--- config.mk ---
export PLATFORM = sky130hd
export DESIGN_NAME = ppm_frame_sequencer
export DESIGN_NICKNAME = d
export VERILOG_FILES = /design/src/rtl/ppm_pkg.sv /design/src/rtl/ppm_gap_timer.sv /design/src/rtl/ppm_frame_sequencer.sv
export SDC_FILE = /design/constraint.sdc
export NUM_CORES = 1
export LEC_CHECK = 0
export CAP_MARGIN = 10
export CORE_MARGIN = 3
export CORE_UTILIZATION = 50
export DETAILED_ROUTE_END_ITERATION = 8
export PLACE_DENSITY = 0.7
export SLEW_MARGIN = 20
export SYNTH_ARGS = -nofsm -noshare
export SYNTH_HDL_FRONTEND = slang
export SYNTH_SLANG_ARGS = --single-unit
--- constraint.sdc ---
create_clock -name clk -period 2.3 [get_ports clk]
set_clock_uncertainty 0.05 [all_clocks]
set_input_delay 0.46 -clock clk [delete_from_list [all_inputs] [get_ports clk]]
set_output_delay 0.46 -clock clk [all_outputs]
set_load 0.05 [all_outputs]
--- src/rtl/ppm_pkg.sv ---
// Shared types and default sizing for the PPM frame sequencer.
package ppm_pkg;

   // Frame sequencer states.
   typedef enum logic [1:0] {
      IDLE  = 2'd0,
      START = 2'd1,
      WAIT  = 2'd2,
      SYNC  = 2'd3
   } state_t;

   // Width of one pulse-position value.
   localparam int POS_W = 8;

   // Default sizing.
   localparam int DEF_NCH      = 4;
   localparam int DEF_SYNC_LEN = 32;
   localparam int DEF_TIMEOUT  = 512;

   // Larger of two sizing values, used to size the shared gap timer.
   function automatic int max_int(input int a, input int b);
      return (a > b) ? a : b;
   endfunction

endpackage

--- src/rtl/ppm_gap_timer.sv ---
// Down-counter shared by the WAIT timeout and the SYNC gap. A load arms
// it with (length - 1); expire is high on the final cycle of the interval.
module ppm_gap_timer #(
   parameter int W = 10
) (
   input  logic         clk,
   input  logic         rst_n,
   input  logic         load,
   input  logic [W-1:0] load_val,
   input  logic         enable,
   output logic         expire
);

   logic [W-1:0] count;

   // Load takes priority; otherwise count down while enabled and hold at zero.
   // NOTE: state registers use non-blocking (<=) so every flop samples pre-edge values.
   always_ff @(posedge clk or negedge rst_n) begin
      if (!rst_n) begin
         count <= '0;
      end else if (load) begin
         count <= load_val;
      end else if (enable && (count != '0)) begin
         count <= count - 1'b1;
      end
   end

   assign expire = enable && (count == '0);

endmodule

--- src/rtl/ppm_frame_sequencer.sv ---
// PPM frame sequencer: double-buffered slot positions, one encoder slot at
// a time, a fixed sync gap after the last slot, and a per-slot timeout.
module ppm_frame_sequencer
   import ppm_pkg::*;
#(
   parameter  int NCH      = DEF_NCH,
   parameter  int SYNC_LEN = DEF_SYNC_LEN,
   parameter  int TIMEOUT  = DEF_TIMEOUT,
   localparam int AW       = (NCH > 1) ? $clog2(NCH) : 1
) (
   input  logic             clk,
   input  logic             rst_n,
   input  logic             en,
   input  logic             cfg_we,
   input  logic [AW-1:0]    cfg_addr,
   input  logic [POS_W-1:0] cfg_data,
   input  logic             err_clr,
   input  logic             enc_done,
   output logic             enc_start,
   output logic [POS_W-1:0] enc_pos,
   output logic [AW-1:0]    ch_idx,
   output logic             frame_sync,
   output logic             busy,
   output logic             err_timeout
);

   localparam int CNT_W = $clog2(max_int(SYNC_LEN, TIMEOUT) + 1);
   localparam logic [CNT_W-1:0] WAIT_LOAD = CNT_W'(TIMEOUT - 1);
   localparam logic [CNT_W-1:0] SYNC_LOAD = CNT_W'(SYNC_LEN - 1);

   state_t           state;
   logic [POS_W-1:0] shadow [NCH];
   logic [POS_W-1:0] active [NCH];

   logic             last_slot;
   logic             advance;
   logic             commit;
   logic             timer_load;
   logic             timer_en;
   logic             timer_expire;
   logic [CNT_W-1:0] timer_val;
   logic [AW-1:0]    next_idx;

   assign last_slot = (int'(ch_idx) == NCH - 1);
   assign next_idx  = ch_idx + 1'b1;
   // A slot ends on enc_done or on the timer expiring; only WAIT listens.
   assign advance   = (state == WAIT) && (enc_done || timer_expire);
   // A frame starts from IDLE, or back-to-back at the end of the sync gap.
   assign commit    = en && ((state == IDLE) || ((state == SYNC) && timer_expire));
   assign timer_en  = (state == WAIT) || (state == SYNC);

   // Arm the timer for a slot timeout when leaving START, or for the sync gap after the last slot.
   // NOTE: every signal assigned in always_comb gets a default first, so no latch is inferred.
   always_comb begin
      timer_load = 1'b0;
      timer_val  = WAIT_LOAD;
      if (state == START) begin
         timer_load = 1'b1;
      end else if (advance && last_slot) begin
         timer_load = 1'b1;
         timer_val  = SYNC_LOAD;
      end
   end

   ppm_gap_timer #(
      .W (CNT_W)
   ) u_gap_timer (
      .clk      (clk),
      .rst_n    (rst_n),
      .load     (timer_load),
      .load_val (timer_val),
      .enable   (timer_en),
      .expire   (timer_expire)
   );

   // Shadow bank: configuration writes, out-of-range slots dropped.
   // NOTE: the banks are small register arrays, so they can and do take the async reset.
   always_ff @(posedge clk or negedge rst_n) begin
      if (!rst_n) begin
         for (int i = 0; i < NCH; i++) shadow[i] <= '0;
      end else if (cfg_we && (int'(cfg_addr) < NCH)) begin
         shadow[cfg_addr] <= cfg_data;
      end
   end

   // Frame FSM with registered outputs; commit copies the pre-edge shadow bank into active.
   always_ff @(posedge clk or negedge rst_n) begin
      if (!rst_n) begin
         state      <= IDLE;
         ch_idx     <= '0;
         enc_start  <= 1'b0;
         enc_pos    <= '0;
         frame_sync <= 1'b0;
         busy       <= 1'b0;
         for (int i = 0; i < NCH; i++) active[i] <= '0;
      end else begin
         enc_start  <= 1'b0;
         frame_sync <= 1'b0;
         if (commit) begin
            active     <= shadow;
            enc_pos    <= shadow[0];
            ch_idx     <= '0;
            enc_start  <= 1'b1;
            frame_sync <= 1'b1;
            busy       <= 1'b1;
            state      <= START;
         end else begin
            case (state)
               START: state <= WAIT;
               WAIT: begin
                  if (advance) begin
                     if (!last_slot) begin
                        ch_idx    <= next_idx;
                        enc_pos   <= active[next_idx];
                        enc_start <= 1'b1;
                        state     <= START;
                     end else begin
                        state <= SYNC;
                     end
                  end
               end
               SYNC: begin
                  if (timer_expire) begin
                     busy  <= 1'b0;
                     state <= IDLE;
                  end
               end
               default: state <= state;
            endcase
         end
      end
   end

   // Sticky timeout flag; a new timeout wins over a same-cycle clear.
   always_ff @(posedge clk or negedge rst_n) begin
      if (!rst_n) begin
         err_timeout <= 1'b0;
      end else if (advance && !enc_done) begin
         err_timeout <= 1'b1;
      end else if (err_clr) begin
         err_timeout <= 1'b0;
      end
   end

endmodule

* After elaboration in Yosys (flattened, before gate mapping)
Index checks and enable logic that the tools add are counted.
** Operators by class
- Multiplexer cells :: 35
- Add/subtract/negate cells :: 2
- $lt $le $gt $ge :: 3
- Bitwise operators :: 2
- Equality and inequality tests :: 7
- Reduce and logical (&&, ||, !) cells :: 25
** Operators with widths (count)
- two-way mux 8 bit :: 7
- bitwise mux 32 bit :: 1
- two-way mux 10 bit :: 3
- binary-select mux 8 bit (select 2 bit) :: 1
- demux 8 bit (select 2 bit) :: 1
- two-way mux 2 bit :: 8
- two-way mux 1 bit :: 12
- nonzero test 2 bit :: 6
- zero test 10 bit :: 1
- nonzero test 10 bit :: 1
- subtractor 10 x 1 -> 10 bit, second input constant :: 1
- two-way mux 9 bit :: 1
- logical AND 1 bit :: 8
- >= comparator 3 bit, second input constant :: 2
- inequality test 3 bit, second input constant :: 2
- NOT 2 -> 3 bit :: 2
- one-hot mux 2 bit (3 select lines) :: 1
- AND reduction 3 bit :: 2
- equality test 2 x 1 -> 1 bit, second input constant :: 2
- equality test 2 bit, second input constant :: 2
- nonzero test 4 bit :: 1
- logical OR 1 bit :: 3
- < comparator 3 x 1 -> 1 bit, second input constant :: 1
- adder 2 x 1 -> 2 bit, second input constant :: 1
- 4 further kinds :: 4
** Word-level totals
- Word-level logic and storage cells :: 90
- Output and inout port bits :: 14
- Register bits :: 90

* Logic depth before layout (Yosys ltp)
Gate-level depths: netlist of run 1.
- Depth after elaboration :: 9
- Mapped depth :: 9
- Gate-level depth less buffers :: 7

* Hierarchy
Synthesis of run 1 repeated with hierarchy kept, for this count alone.
** Unflattened totals
- Cells, all modules :: 295
- Area, all modules :: 4055.1 um^2
** By module, submodules not included
- ppm_frame_sequencer :: area an instance 3331.9 um^2, instances 1, cells an instance 212
- ppm_gap_timer :: area an instance 723.2 um^2, instances 1, cells an instance 83

* Worst setup path after synthesis of run 1
OpenSTA, ideal clock, no wires.
- Path kind :: flip-flop to flip-flop
- From :: register ch_idx[0]
- To :: register enc_pos[0]
- Required time :: 2124 ps
- Cell stages (with the launch flop) :: 5
- Data arrival time :: 2109 ps
- Buffers on the path :: 1
- Library setup time :: 126 ps
- Slack :: 15 ps
- Cell sequence :: dfrtp_1 clkbuf_1 mux4_2 and3_1 a221o_1
** On the way
- Word-level cells in the longest chain between the ends :: 9
- Elaborated cells on any way between the ends :: 12
- Classes of those cells :: add/sub (1); eq/ne (2); mux (7); bitwise (1); reduce/logical (1)
** RTL lines
- start: declaration :: line ppm_frame_sequencer.sv:21 : output logic [AW-1:0] ch_idx,
- start signal: assignment :: line ppm_frame_sequencer.sv:113 : ch_idx <= next_idx;
- adder 2 x 1 -> 2 bit :: line ppm_frame_sequencer.sv:45 : assign next_idx = ch_idx + 1'b1;
- NOT 2 -> 3 bit (not written as such) :: line ppm_frame_sequencer.sv:114 : enc_pos <= active[next_idx];
- binary-select mux 8 bit (select 2 bit) :: line ppm_frame_sequencer.sv:114
- two-way mux 8 bit (not written as such) (2 in a row) :: line ppm_frame_sequencer.sv:114
- two-way mux 8 bit :: line ppm_frame_sequencer.sv:112 : if (!last_slot) begin
- two-way mux 8 bit :: line ppm_frame_sequencer.sv:111 : if (advance) begin
- two-way mux 8 bit :: line ppm_frame_sequencer.sv:108 : case (state)
- two-way mux 8 bit :: line ppm_frame_sequencer.sv:99 : if (commit) begin
- end signal: assignment :: line ppm_frame_sequencer.sv:101 : enc_pos <= shadow[0];
- end signal: assignment :: line ppm_frame_sequencer.sv:114
- end: declaration :: line ppm_frame_sequencer.sv:20 : output logic [POS_W-1:0] enc_pos,
Several ways; a longest one is shown, not always the timed one. The select of a mux whose other input is x is not followed.
A chain may end at the register's enable or synchronous reset.

* Final worst setup path of run 1
- From :: register ch_idx[1]
- To :: output ch_idx[1]
No word-level cell between the ends.

==> results of run 1 <==
[layout by cell type (no fill, tap or decap), drive strengths merged, types with 8 or more instances in the layout]
cell type,netlist,routed
dfrtp,90,90
mux2,65,65
clkdlybuf4s50,0,27
buf,8,20
nand2,11,11
inv,8,11
clkbuf,3,10
o21ai,8,8
mux4,8,8
[state kept, by name, indices dropped and copies added (netlist names)]
name	cells
active	32
busy	1
ch_idx	2
enc_pos	8
enc_start	1
err_timeout	1
frame_sync	1
shadow	32
state	2
u_gap_timer.count	10
[cells in the mapped netlist, types with 2 or more instances]
cell type and n:
nor2b_1 3, mux2_4 3, nand3_1 5, a31oi_1 4, a21oi_1 3, and3_1 6, clkbuf_1 3, mux4_2 8
o32ai_1 2, nand3b_1 3, o221ai_1 2, nor4_1 2, nand2_1 11, nand2b_1 3, inv_1 7, buf_4 2
o211ai_1 3, a221o_1 6, or3_1 4, nor2_1 6, dfrtp_1 90, or4_1 2, o41ai_1 2, mux2_2 62
ha_1 3, buf_6 2, buf_12 2, o21ai_0 8, nor3_1 2
[metal layers]
metal	wire length, microns	vias up
met3	286	11
met5	0	-
met4	100	0
met2	3910	40
li1	-	1163
met1	3530	1321
[logic make-up (layout without fill, tap and decap cells)]
family	after synthesis	count (layout)	share of synthesized area, %
AO/OA/AOI/OAI	40	40	7.85
AND/OR/NAND/NOR	59	59	9.36
multiplexers	73	73	22.8
adder cells (fa/ha/maj)	3	3	0.927
buffers and inverters	19	71	3.21
XOR/XNOR	1	1	0.216
flip-flops	90	90	55.6
[report_power, final]
| part | total [mW] | switching (mW) | internal, mW | leakage (nW) |
|---|---|---|---|---|
| logic | 2.06 | 0.984 | 1.08 | 0.848 |
| registers | 2.52 | 0.386 | 2.14 | 1.08 |
| clock network | 1.02 | 0.580 | 0.436 | 0.0912 |
[worst max path at each step]
stage / startpoint / to / depth (start not counted) / slack [ns]
2_1_floorplan: ch_idx[0] / enc_pos[0] / 4 / 0.02
3_3_place_gp: u_gap_timer.count[0] / active[22] / 8 / 0.23
3_5_place_dp: u_gap_timer.count[0] / active[25] / 8 / 0.15
4_1_cts: u_gap_timer.count[0] / active[5] / 8 / 0.12
5_1_grt: u_gap_timer.count[0] / active[17] / 8 / 0.1
6_report: ch_idx[1] / ch_idx[1] / 1 / 0.21
[cell type report]
type	instances	area, sq um
Sequential cell	90	2250
Tap cell	102	128
Inverter	8	32.5
Clock buffer	10	138
Timing Repair Buffer	47	458
Multi-Input combinational cell	176	1670
Clock inverter	6	48.8
Fill cell	624	3080
[what timing repair did]
item,in CTS,in global routing
hold buffers,0,0
resized for setup,0,1
setup endpoints to repair,0,13
[per-stage QoR]
step	instance area [sq um]	utilization, %
after floorplan	4050	-
after global routing	4730	60.5
final	4730	60.5
after global placement	4540	58.1
after detailed placement	4540	58.1
after CTS	4720	60.5
==> impl_metrics.json, run 1 <==
{
  "min_period_ns": 2.09,
  "path_clk_slew_ns": 0.10,
  "drv_slew": 0,
  "grtUsageMet2_pct": 31.5,
  "grt_pass1_wl_mm": 13.1,
  "power_density_mw_per_mm2": 1180,
  "grt.overflow.total": 0,
  "ff2ff_path_depth": 5,
  "startpoint_type": "flop",
  "worstSetupPathType": "flop to output port",
  "cp.buffers_inverters": 1,
  "wl_per_cell_microns": 17.8,
  "placeableCoreArea_sq_mm": 0.00781,
  "preCtsSetupSlack_ns": 0.150,
  "ys_top_cells_by_area": "dfrtp_1 (56%), mux2_2 (17%), mux4_2 (4.4%)",
  "ir_worst_vdd_mv": 0.640,
  "fin_ws_ns": 0.212,
  "drt_iter0_markers": 78,
  "post_drt_via_cell_ratio": 5.77,
  "status": "finished clean",
  "die_h_microns": 96.0,
  "p_leak_nw": 2.02,
  "cts-htree-levels": 3,
  "hpwl_mm": 5.31,
  "cts_tree": "yes",
  "drc_errors": 0,
  "yosys_warnings": 0,
  "path_cells": "clkdlybuf4s50_1",
  "start_util_pct": 51.9,
  "antenna_left": 0,
  "yosysUniqueCellTypes": 55,
  "clk_latency_ns": 0.36,
  "avgSynthCellArea_sq_um": 14.2,
  "whs_ns": 0.00470,
  "tns_ns": 0,
  "maxSlewHeadroom_pct": 66.2,
  "port_buffers": 29,
  "die_w_microns": 96.0,
  "cp_slowest_cell": "clkdlybuf4s50_1",
  "drtPass1Iterations": 4,
  "place.gp.congestion": 0.781,
  "cts_made_buffers": 9,
  "area_delta_synth_final_pct": 16.7,
  "r2r_end": "u_gap_timer.count[4]",
  "synthFlopType": "dfrtp_1",
  "gr-usage-met1_pct": 24.7,
  "worstMarginPinSlew_ns": 0.505,
  "reg2reg_from": "u_gap_timer.count[5]",
  "syn_inst": 285,
  "antenna_found_initial": 0,
  "fmax_mhz": 479,
  "hold_viol_final": 0,
  "ys_seq_area_share_pct": 55.6,
  "synth_top_area_cell": "dfrtp_1",
  "max_cap_viol_count": 0,
  "grt_max_degree": 56,
  "cts_buffer_depth": 2,
  "vias": 2535,
  "grt.busiest_layer": "met2",
  "grt_setup_unrepaired": "false",
  "cp_data_arrival_time_ns": 1.58,
  "final_nets": 351,
  "instances_no_fill": 439,
  "total_power_mw": 5.60,
  "gr-usage-met3_pct": 5.08,
  "min_period_over_period_pct": 90.8,
  "async_flop_share_pct": 100,
  "die-area_sq_mm": 0.00921,
  "antenna_cells": 0,
  "crit_family": "buffers and inverters",
  "regToRegSetupSlack_ns": 0.23,
  "cts_root_buf": "clkbuf_8",
  "ys_seq_elements": 90,
  "grtUsageTotal_pct": 19.1,
  "placedCellCount": 423,
  "worstPathRequired_ns": 1.79,
  "grt_pass1_vias": 2591,
  "routed_wl_mm": 7.83,
  "rows": 32,
  "worstSetupEndpointType": "output port",
  "slowest_delay_ns": 0.82,
  "drive_gt1_share_pct": 36.2,
  "synth-edff-count": 0,
  "cts_sinks": 90,
  "hold_path_class": "input port to async pin",
  "io_pins": 30,
  "cts_setup_buffers": 0,
  "cp_max_fo": 3,
  "synth_top_cell_area_share_pct": 55.6,
  "setup_viol": 0,
  "synth_nets": 304,
  "synthesis.area_sq_mm": 0.00405
}
Power figures use the tool's default switching activity.
==> run 2, diff against run 1 <==
--- a/config.mk
+++ b/config.mk
@@ -5,7 +5,6 @@
 export SDC_FILE = /design/constraint.sdc
 export NUM_CORES = 1
 export LEC_CHECK = 0
-export CAP_MARGIN = 10
 export CORE_MARGIN = 3
 export CORE_UTILIZATION = 50
 export DETAILED_ROUTE_END_ITERATION = 8
==> results of run 2 <==
No change in the layout: final DEF, timing and power equal those of run 1.
